`config.mk`:
```
export PLATFORM = sky130hd
export DESIGN_NAME = multi_sel_unpack_flat
export DESIGN_NICKNAME = d
export VERILOG_FILES = /design/src/rtl/multi_sel_pkg.sv /design/src/rtl/multi_sel_unpack_if.sv /design/src/rtl/sync_fifo.sv /design/src/rtl/multi_sel_unpack.sv /design/src/flat_wrapper.sv
export SDC_FILE = /design/constraint.sdc
export NUM_CORES = 1
export LEC_CHECK = 0
export CAP_MARGIN = 15
export CORE_ASPECT_RATIO = 1.1
export CORE_MARGIN = 4
export CORE_UTILIZATION = 62
export DETAILED_ROUTE_END_ITERATION = 12
export PLACE_DENSITY = 0.86
export SETUP_SLACK_MARGIN = 0.15
export SKIP_LAST_GASP = 1
export SYNTH_ARGS = -nofsm -noshare
export SYNTH_HDL_FRONTEND = slang
export SYNTH_SLANG_ARGS = --single-unit
```
`constraint.sdc`:
```
create_clock -name clk -period 10.5 [get_ports clk]
set_clock_uncertainty 0.1 [all_clocks]
set_input_delay 2.1 -clock clk [delete_from_list [all_inputs] [get_ports clk]]
set_output_delay 2.1 -clock clk [all_outputs]
set_load 0.03 [all_outputs]
```
`src/rtl/multi_sel_pkg.sv`:
```
// Shared types and constants for the multi_sel multiplier and its downstream unpacker.
// Holds the product widths, the multiplier constants, the result-group layout and the framing phases.
package multi_sel_pkg;

    localparam int DW     = 11;
    localparam int OP_W   = 8;
    localparam int N_PROD = 4;

    localparam logic [DW-1:0] MUL_X1 = DW'(1);
    localparam logic [DW-1:0] MUL_X3 = DW'(3);
    localparam logic [DW-1:0] MUL_X7 = DW'(7);
    localparam logic [DW-1:0] MUL_X8 = DW'(8);
    localparam logic [DW-1:0] OP_MAX = DW'((1 << OP_W) - 1);

    typedef struct packed {
        logic [OP_W-1:0] d;
        logic [DW-1:0]   x3;
        logic [DW-1:0]   x7;
        logic [DW-1:0]   x8;
        logic            bad;
    } grp_t;

    typedef enum logic [$clog2(N_PROD)-1:0] {IDLE, P1, P2, P3} phase_t;

    // True when the four serial products are not d*1, d*3, d*7, d*8 of one 8-bit operand.
    function automatic logic grp_bad(input logic [DW-1:0] x1, input logic [DW-1:0] x3,
                                     input logic [DW-1:0] x7, input logic [DW-1:0] x8);
        return (x1 > OP_MAX) || (x1 * MUL_X1 != x1) || (x3 != x1 * MUL_X3) ||
               (x7 != x1 * MUL_X7) || (x8 != x1 * MUL_X8);
    endfunction

endpackage

```
`src/rtl/multi_sel_unpack_if.sv`:
```
// Bundle between the multi_sel serial stream, the unpacker and the next-stage consumer.
// master drives the serial stream and out_ready; slave is the unpacker side.
interface multi_sel_unpack_if #(
    parameter int DW    = 11,
    parameter int CNT_W = 8
);
    logic             input_grant;
    logic [DW-1:0]    in_data;
    logic             out_valid;
    logic             out_ready;
    logic [7:0]       out_d;
    logic [DW-1:0]    out_x3;
    logic [DW-1:0]    out_x7;
    logic [DW-1:0]    out_x8;
    logic             out_bad;
    logic             sync_err;
    logic             ovf;
    logic [CNT_W-1:0] grp_cnt;

    modport master (
        output input_grant, in_data, out_ready,
        input  out_valid, out_d, out_x3, out_x7, out_x8, out_bad, sync_err, ovf, grp_cnt
    );

    modport slave (
        input  input_grant, in_data, out_ready,
        output out_valid, out_d, out_x3, out_x7, out_x8, out_bad, sync_err, ovf, grp_cnt
    );
endinterface

```
`src/rtl/sync_fifo.sv`:
```
// Generic synchronous FIFO, head entry presented combinationally on rdat.
// Latency: 1 cycle push to visible head. Backpressure: push while full is refused unless a pop
// happens in the same cycle; the caller decides what a refused push means.
module sync_fifo #(
    parameter int W     = 8,
    parameter int DEPTH = 2
) (
    input  logic         clk,
    input  logic         rst,
    input  logic         push,
    input  logic [W-1:0] wdat,
    input  logic         pop,
    output logic [W-1:0] rdat,
    output logic         full,
    output logic         empty
);
    localparam int AW = $clog2(DEPTH);

    logic [W-1:0] mem [DEPTH];
    logic [AW:0]  wptr;
    logic [AW:0]  rptr;
    logic         do_pop;
    logic         do_push;

    assign empty   = (wptr == rptr);
    assign full    = (wptr[AW] != rptr[AW]) && (wptr[AW-1:0] == rptr[AW-1:0]);
    assign do_pop  = pop && !empty;
    assign do_push = push && (!full || do_pop);
    assign rdat    = mem[rptr[AW-1:0]];

    always_ff @(posedge clk) begin
        if (!rst) begin
            wptr <= '0;
            rptr <= '0;
            for (int i = 0; i < DEPTH; i++) mem[i] <= '0;
        end else begin
            if (do_push) begin
                mem[wptr[AW-1:0]] <= wdat;
                wptr              <= wptr + (AW+1)'(1);
            end
            if (do_pop) rptr <= rptr + (AW+1)'(1);
        end
    end
endmodule

```
`src/rtl/multi_sel_unpack.sv`:
```
// Re-frames the multi_sel d*1/d*3/d*7/d*8 serial stream into parallel checked result groups.
// Latency: 1 cycle from the d*8 cycle to out_valid on an empty buffer.
// Backpressure: groups queue in a DEPTH-entry FIFO; a completed group arriving to a full FIFO is dropped and flagged.
module multi_sel_unpack
    import multi_sel_pkg::*;
#(
    parameter int DW    = multi_sel_pkg::DW,
    parameter int DEPTH = 2,
    parameter int CNT_W = 8
) (
    input logic              clk,
    input logic              rst,
    multi_sel_unpack_if.slave bus
);
    phase_t           phase;
    logic [DW-1:0]    x1_q;
    logic [DW-1:0]    x3_q;
    logic [DW-1:0]    x7_q;
    logic             sync_err_q;
    logic             ovf_q;
    logic [CNT_W-1:0] cnt_q;

    grp_t wgrp;
    grp_t head;
    logic push;
    logic pop;
    logic push_ok;
    logic full;
    logic empty;

    // A grant in P3 restarts framing, so the partial group is never pushed.
    assign push    = (phase == P3) && !bus.input_grant;
    assign pop     = !empty && bus.out_ready;
    assign push_ok = push && (!full || pop);

    always_comb begin
        wgrp     = '0;
        wgrp.d   = x1_q[OP_W-1:0];
        wgrp.x3  = x3_q;
        wgrp.x7  = x7_q;
        wgrp.x8  = bus.in_data;
        wgrp.bad = grp_bad(x1_q, x3_q, x7_q, bus.in_data);
    end

    always_ff @(posedge clk) begin
        if (!rst) begin
            phase      <= IDLE;
            x1_q       <= '0;
            x3_q       <= '0;
            x7_q       <= '0;
            sync_err_q <= 1'b0;
            ovf_q      <= 1'b0;
            cnt_q      <= '0;
        end else begin
            if (bus.input_grant) begin
                x1_q  <= bus.in_data;
                phase <= P1;
                if (phase != IDLE) sync_err_q <= 1'b1;
            end else begin
                case (phase)
                    P1: begin
                        x3_q  <= bus.in_data;
                        phase <= P2;
                    end
                    P2: begin
                        x7_q  <= bus.in_data;
                        phase <= P3;
                    end
                    default: phase <= IDLE;
                endcase
            end
            if (push && !push_ok) ovf_q <= 1'b1;
            if (push_ok && cnt_q != '1) cnt_q <= cnt_q + CNT_W'(1);
        end
    end

    sync_fifo #(
        .W     ($bits(grp_t)),
        .DEPTH (DEPTH)
    ) u_fifo (
        .clk   (clk),
        .rst   (rst),
        .push  (push),
        .wdat  (wgrp),
        .pop   (pop),
        .rdat  (head),
        .full  (full),
        .empty (empty)
    );

    assign bus.out_valid = !empty;
    assign bus.out_d     = head.d;
    assign bus.out_x3    = head.x3;
    assign bus.out_x7    = head.x7;
    assign bus.out_x8    = head.x8;
    assign bus.out_bad   = head.bad;
    assign bus.sync_err  = sync_err_q;
    assign bus.ovf       = ovf_q;
    assign bus.grp_cnt   = cnt_q;
endmodule

```
`src/flat_wrapper.sv`:
```
// flat-port wrapper written by rule: the top's interface ports become plain ports
module multi_sel_unpack_flat import multi_sel_pkg::*;
#(
    parameter int DW    = multi_sel_pkg::DW,
    parameter int DEPTH = 2,
    parameter int CNT_W = 8
)
  (clk, rst, bus_input_grant, bus_in_data, bus_out_ready, bus_out_valid, bus_out_d, bus_out_x3, bus_out_x7, bus_out_x8, bus_out_bad, bus_sync_err, bus_ovf, bus_grp_cnt);
  multi_sel_unpack_if #(.DW(DW), .CNT_W(CNT_W)) bus_i ();
  input logic clk;
  input logic rst;
  input wire logic [$bits(bus_i.input_grant)-1:0] bus_input_grant;
  input wire logic [$bits(bus_i.in_data)-1:0] bus_in_data;
  input wire logic [$bits(bus_i.out_ready)-1:0] bus_out_ready;
  output wire logic [$bits(bus_i.out_valid)-1:0] bus_out_valid;
  output wire logic [$bits(bus_i.out_d)-1:0] bus_out_d;
  output wire logic [$bits(bus_i.out_x3)-1:0] bus_out_x3;
  output wire logic [$bits(bus_i.out_x7)-1:0] bus_out_x7;
  output wire logic [$bits(bus_i.out_x8)-1:0] bus_out_x8;
  output wire logic [$bits(bus_i.out_bad)-1:0] bus_out_bad;
  output wire logic [$bits(bus_i.sync_err)-1:0] bus_sync_err;
  output wire logic [$bits(bus_i.ovf)-1:0] bus_ovf;
  output wire logic [$bits(bus_i.grp_cnt)-1:0] bus_grp_cnt;
  assign bus_i.input_grant = bus_input_grant;
  assign bus_i.in_data = bus_in_data;
  assign bus_i.out_ready = bus_out_ready;
  assign bus_out_valid = bus_i.out_valid;
  assign bus_out_d = bus_i.out_d;
  assign bus_out_x3 = bus_i.out_x3;
  assign bus_out_x7 = bus_i.out_x7;
  assign bus_out_x8 = bus_i.out_x8;
  assign bus_out_bad = bus_i.out_bad;
  assign bus_sync_err = bus_i.sync_err;
  assign bus_ovf = bus_i.ovf;
  assign bus_grp_cnt = bus_i.grp_cnt;
  multi_sel_unpack #(.DW(DW), .DEPTH(DEPTH), .CNT_W(CNT_W)) u_core (.clk(clk), .rst(rst), .bus(bus_i));
endmodule
```
==> results of run 1 <==
## where the power goes
group	switching, mW	internal [mW]	total (mW)
clock	0.224	0.473	0.697
combinational	0.0825	0.0657	0.148
sequential	0.0164	0.575	0.591
total	0.323	1.11	1.44
## how the worst min path moves through the flow
stage,cells past startpoint,end,from,slack [ns]
after floorplan,1,u_core.u_fifo.wptr[1],u_core.u_fifo.wptr[1],0.37
after global placement,1,u_core.bus.ovf,u_core.bus.ovf,0.35
after detailed placement,1,u_core.bus.sync_err,u_core.bus.sync_err,0.36
after CTS,1,u_core.bus.sync_err,u_core.bus.sync_err,0.38
after global routing,1,u_core.bus.sync_err,u_core.bus.sync_err,0.41
final,1,u_core.bus.sync_err,u_core.bus.sync_err,0.38
## final cells by class
class                      count  area, um^2  area share, %
multi-input combinational    427        3260           38.6
inverter                      14        52.6          0.623
timing repair buffer          73         716           8.48
clock inverter                11         219           2.59
sequential                   134        3520           41.8
clock buffer                  21         482           5.71
tap                          147         184           2.18
## worst register-to-register path, cell delays in order, from the launching register on
cell and delay, ns:
dfxtp_1 0.63, fa_1 0.51, ha_1 0.24, fa_1 0.45, xnor2_1 0.21, nand4_1 0.18, nor4_2 0.27, nand4_1 0.11
or4_1 0.43, nor4_2 0.30, nor2_1 0.10
## cells by family (layout without fill, tap and decap cells)
group | after synthesis | count (layout)
buffers and inverters | 40 | 119
and+or+nand+nor | 222 | 222
adders and majority gates | 36 | 36
xor gates and xnor gates | 46 | 46
AOI/OAI and AO/OA | 69 | 69
muxes | 54 | 54
DFF | 134 | 134
## layout by cell type (no fill, tap or decap), types with 2 or more instances in the layout
cell,n
xnor2_1,34
edfxtp_1,84
nor3_1,6
nand2_1,59
a21boi_0,22
mux2_2,42
nand3_1,11
o21ai_0,10
or3_1,6
and2_1,84
bufinv_16,6
mux2i_1,12
dfxtp_1,49
nor2_1,9
clkbuf_16,18
xor2_1,11
fa_1,10
nand4_1,8
a21boi_1,3
clkdlybuf4s50_1,67
nand2b_1,4
ha_1,26
o21a_1,5
inv_1,14
nor4_2,2
buf_4,6
o21bai_1,2
clkinv_4,3
clkbuf_8,2
a21oi_1,9
o211ai_1,3
and3_1,3
nor2b_1,19
a21o_1,2
## state kept, by name (all words and copies together), names as in the netlist, named ones only
signal,count
u_core.x7_q,11
u_core.u_fifo.wptr,2
u_core.bus.ovf,1
u_core.u_fifo.mem,84
u_core.bus.grp_cnt,8
u_core.u_fifo.rptr,2
u_core.phase,2
u_core.x1_q,11
u_core.bus.sync_err,1
u_core.x3_q,11
## stage by stage
step / power, mW / worst slack [ns]
after global routing: 1.48 / 5.71
after CTS: 1.44 / 5.41
after detailed placement: 0.747 / 5.02
after floorplan: 0.700 / 4.13
after global placement: 0.743 / 5.20
final: 1.44 / 5.84
## per-layer routing
| layer | vias to the layer above | GRT usage, % | part of all wire (%) |
|---|---|---|---|
| met1 | 2341 | 31.9 | 40 |
| met3 | 42 | 4.55 | 5.7 |
| met2 | 162 | 44.6 | 51 |
| met4 | 0 | 11.2 | 2.6 |
| li1 | 2235 | - | - |
| met5 | - | 0 | 0 |
==> results.md, run 1 <==
- Finished Core Util: 77.3%
- Kind of critical path: reg -> out
- CP endpoint kind: output port
- Synth top area share: 36.4%
- R2r startpoint: u_core.x1_q[2]
- H-tree Lvls: 4
- CTS Buf Count: 17
- Pin count of the biggest net entering global routing: 55
- Power Dens Cells: 170 nW/um^2
- Hold Crit Class: reg -> reg
- Slowest library cell on the worst path: dfxtp_2
- Syn nets: 652
- Worst hold slack: 0.379 ns
- Nets: 718
- PortBufs: 67
- Most area-hungry cell type in the Yosys netlist: edfxtp_1
- Delay-heaviest family, CP: flip-flops
- MaxCap Viol Count: 0
- Setup violators final: 0
- Avg Synthesized Cell Area: 11.5 um^2
- Clk_lat worst skew: 0.42 ns
- CP cell instances: mux2_2 -> clkdlybuf4s50_1
- # fillers: 711
- Post-synth cell types: 57
- Setup crit start kind: flop
- TritonCTS clock tree: built
- Fraction of layout cells with a size suffix above 1: 13.5%
- Vias in the first global route: 4,915
- Post-CTS resize count: 0
- Relative slew slack: 32.5%
- Post-route ant nets: 0
- Dominant synthesized flop cell: edfxtp_1
- Maximum fanout along the worst path: 42
- Crit path DAT: 2.46 ns
- Post-Syn Instances: 601
- Avg WL per Cell: 19.1 um
- Post-Synth XOR/XNOR Area: 5.92%
- R2r worst-path depth: 10
- Root Buffer Master: clkbuf_16
- Num Clock Sinks: 134
- Synth warn: 0
- Diode count: 0
- Vias: 4,780
- Final Hold Viols: 0
- Post-synthesis simple-gate area fraction: 17.8%
- Number of enable flip-flop cells after synthesis: 84
- Adder-Cell Fraction of Synth Area: 7.58%
- Final Slew Violations: 0
- Final min period: 4.66 ns
- Worst slew pin tran: 1.01 ns
- Period utilization: 44.4%
- Ports: 68
- Dpl cells: 794
- Largest family of logic cells by synthesized area: simple AND/OR/NAND/NOR gates
- Post-placement cell area: 7730 um^2
- Post-CTS setup buffers: 0
- Initial antenna violation count: 0
- Crit path capture: bus_out_x7[2]
- Clock slew at reported path FFs: 0.06 ns
- GRT Residual Overflow: 0
- Cell Area, Synth: 6940 um^2
- Vias/cell: 5.78
- Die height: 119 um
- Std-Cell Rows: 40
- Worst path required time: 8.30 ns
- Worst reg2reg setup slack: 6.71 ns
- Tot GR Track Use: 26.0%
- Max stage delay on crit path: 1.00 ns
- First-pass GRT wire length: 25.3 mm
- Core ar.: 10,900 um^2
- Commonest cells in the netlist: and2_1, edfxtp_1, nand2_1
- Mux cell area share after synthesis: 8.55%
- Initial core utilization: 63.6%
- Reg-to-reg endpoint: u_core.u_fifo.mem[1][0]
- Sequential area share after synthesis: 50.8%
- WP depth: 2
- Achievable Freq: 214 MHz
- CTS Hold Buffers Added: 0
- GPL Wtd Cong: 0.917
- RSZ-0062 raised after global routing: false
- Leak: 3.21 nW
- Status: completed
- Asr flop ratio synth: 0%
- Top post-synthesis cells by area: edfxtp_1, dfxtp_1, and2_1
- TNS Setup: 0 ns
- CTS max path bufs: 2
- DRC viols: 0
- Design area: 8440 um^2
- Bufs and invs on worst path: 1
- Synth-to-Final Area Change: 21.7%
- Non-Filler Instances: 827
- Compound-Gate Fraction of Synth Area: 7.00%
- Die area: 12,900 um^2
- Initial DRC Count: 343
- WL final: 15.8 mm
- Worst VDD drop: 0.000210 V
- Detailed placement HPWL: 10.2 mm
- Die X-Extent: 109 um
- Drt pass-1 iters: 5
- Synthesized flop and latch total: 134
(Power assumes the default switching activity.)
==> run 2, diff against run 1 <==
CORE_UTILIZATION = 52   (was 62)
PLACE_DENSITY = 0.77   (was 0.86)
clock period = 4 ns   (was 10.5 ns; I/O delays follow)
==> run 2 against run 1 <==
Effect of this change: non-clock buffer count increased by 14; sequential cell count did not move; cell count grew 3.4%; register-to-register slack got worse by 6.2 ns; largest cell class unchanged; critical path depth increased by 8; sequential power grew to 2.6 times the previous value; routed wire length is 5.2% higher; die area up 18%; worst setup slack lost 5.4 ns; clock power up 110%.
==> results.md, run 2 (synthesis results as in run 1) <==
- Number of flip-flops in the largest register: 84 (unchanged)
- Final Slew Violations: 0 (unchanged)
- Nets: 732 (was 718)
- Initial antenna violation count: 0 (unchanged)
- CTS max path bufs: 2 (unchanged)
- Num Clock Sinks: 134 (unchanged)
- PortBufs: 67 (unchanged)
- Worst slew pin tran: 0.988 ns (was 1.01 ns)
- Vias in the first global route: 4,964 (was 4,915)
- Synth-to-Final Area Change: 21.7% (about the same)
- TNS Setup: 0 ns (unchanged)
- Final Hold Viols: 0 (unchanged)
- Achievable Freq: 283 MHz
- Most frequent cells in the layout: and2_1, edfxtp_1, clkdlybuf4s50_1 (unchanged)
- Finished Core Util: 64.1% (was 77.3%)
- Crit path DAT: 3.59 ns (was 2.46 ns)
- Kind of critical path: reg -> reg (was reg -> out)
- WL final: 16.7 mm (was 15.8 mm)
- Worst VDD drop: 0.000256 V (was 0.000210 V)
- Status: completed (unchanged)
- Die height: 129 um (was 119 um)
- Worst reg2reg setup slack: 0.47 ns (was 6.71 ns)
- GRT Residual Overflow: 0 (unchanged)
- Initial DRC Count: 244 (was 343)
- RSZ-0062 raised after global routing: false (unchanged)
- Clk_lat worst skew: 0.42 ns (about the same)
- Power Dens Cells: 408 nW/um^2 (was 170 nW/um^2)
- Hold Crit Class: reg -> reg (unchanged)
- Design area: 8440 um^2 (about the same)
- MaxCap Viol Count: 0 (unchanged)
- Ports: 68 (unchanged)
- TritonCTS clock tree: built (unchanged)
- Final min period: 3.53 ns
- Vias: 4,747 (was 4,780)
- Setup violators final: 0 (unchanged)
- Non-Filler Instances: 855 (was 827)
- Core ar.: 13,200 um^2 (was 10,900 um^2)
- Leak: 3.20 nW (was 3.21 nW)
- # fillers: 1,027 (was 711)
- CP endpoint kind: flop (was output port)
- Setup WS post-layout: 0.471 ns (was 5.84 ns)
- H-tree Lvls: 4 (unchanged)
- Fraction of layout cells with a size suffix above 1: 15.0% (was 13.5%)
- Diode count: 0 (unchanged)
- Relative slew slack: 34.0% (was 32.5%)
- GPL Wtd Cong: 0.893 (was 0.917)
- First-pass GRT wire length: 26.2 mm (was 25.3 mm)
- Most flop-heavy register: u_core.u_fifo.mem (unchanged)
- Setup crit start kind: flop (unchanged)
- Worst slack at placement: 0.446 ns (was 5.02 ns)
- Initial core utilization: 52.7% (was 63.6%)
- Drt pass-1 iters: 6 (was 5)
- Vias/cell: 5.55 (was 5.78)
- Tot GR Track Use: 22.8% (was 26.0%)
- Dpl cells: 823 (was 794)
- CTS Buf Count: 17 (unchanged)
- Post-route ant nets: 0 (unchanged)
- Detailed placement HPWL: 11.8 mm (was 10.2 mm)
- Pin count of the biggest net entering global routing: 43 (was 55)
- Die X-Extent: 118 um (was 109 um)
- Clock slew at reported path FFs: 0.06 ns (about the same)
- Std-Cell Rows: 44 (was 40)
- Post-placement cell area: 7870 um^2 (was 7730 um^2)
- Worst path required time: 4.06 ns (was 8.30 ns)
- Post-CTS setup buffers: 0 (unchanged)
- Period utilization: 88.2%
- Root Buffer Master: clkbuf_16 (unchanged)
- Maximum fanout along the worst path: 9 (was 42)
- DRC viols: 0 (unchanged)
- Die area: 15,300 um^2 (was 12,900 um^2)
- Avg WL per Cell: 19.5 um (was 19.1 um)
-- run 2: changes by cell type in the layout (fill, tap and decap cells not counted), sizes merged --
cell and change:
clkinvlp +4, buf +14, clkinv +1, clkbuf -2, inv +1, bufinv -4
-- run 2: timing repair --
action / in CTS / in global routing
endpoints found under the setup margin: 0 / 1
hold buffers: 0 / 0
gates resized for setup: 0 / 1
hold endpoints to repair: 0 / 0
-- run 2: layout make-up --
class | count | area, um^2 | share of cell area (%)
clock buffers | 19 | 433 | 5.13
clock inverters | 13 | 133 | 1.57
inverters | 14 | 52.6 | 0.623
multi-input cells | 427 | 3260 | 38.6
flip-flops and latches | 134 | 3530 | 41.8
well taps | 161 | 201 | 2.39
repair buffers | 87 | 833 | 9.87
-- run 2: worst max-delay path: stages (launching register included) --
cell	delay, ns
dfxtp_1	0.56
fa_1	0.47
ha_1	0.23
fa_1	0.50
xnor2_1	0.12
nand4_1	0.12
nor4_2	0.23
nand4_1	0.11
or4_1	0.42
nor4_2	0.32
nor3_1	0.09
-- run 2: path summary, 6_finish.rpt --
| kind | from | end | depth (start not counted) |
|---|---|---|---|
| worst min-delay path | u_core.bus.ovf | u_core.bus.ovf | 1 |
| worst max register to register | u_core.x1_q[0] | u_core.u_fifo.mem[0][0] | 10 |
| worst min register to register | u_core.bus.ovf | u_core.bus.ovf | 1 |
| worst max-delay path | u_core.x1_q[0] | u_core.u_fifo.mem[0][0] | 10 |
-- run 2: power breakdown --
part	switching [mW]	total, mW	leakage (nW)	internal, mW
clock	0.579	1.49	0.260	0.910
combinational	0.229	0.410	1.66	0.182
sequential	0.0370	1.55	1.27	1.51
total	0.845	3.45	3.20	2.60
-- run 2: routing by layer --
metal  wire, um  track usage [%]
met3        821             4.36
met5          0                0
met4        620             11.4
met2       8440             40.3
met1       6770             26.7
-- run 2: metrics by stage --
step,hold slack [ns],total power [mW]
after global placement,0.355,1.98
after floorplan,0.367,1.84
after global routing,0.413,3.58
after detailed placement,0.359,1.98
after CTS,0.377,3.46
final,0.377,3.45
==> run 3, diff against run 2 <==
SLEW_MARGIN = 20   (was unset)
==> results of run 3 <==
Final layout, timing and power as in run 2 (identical DEF).
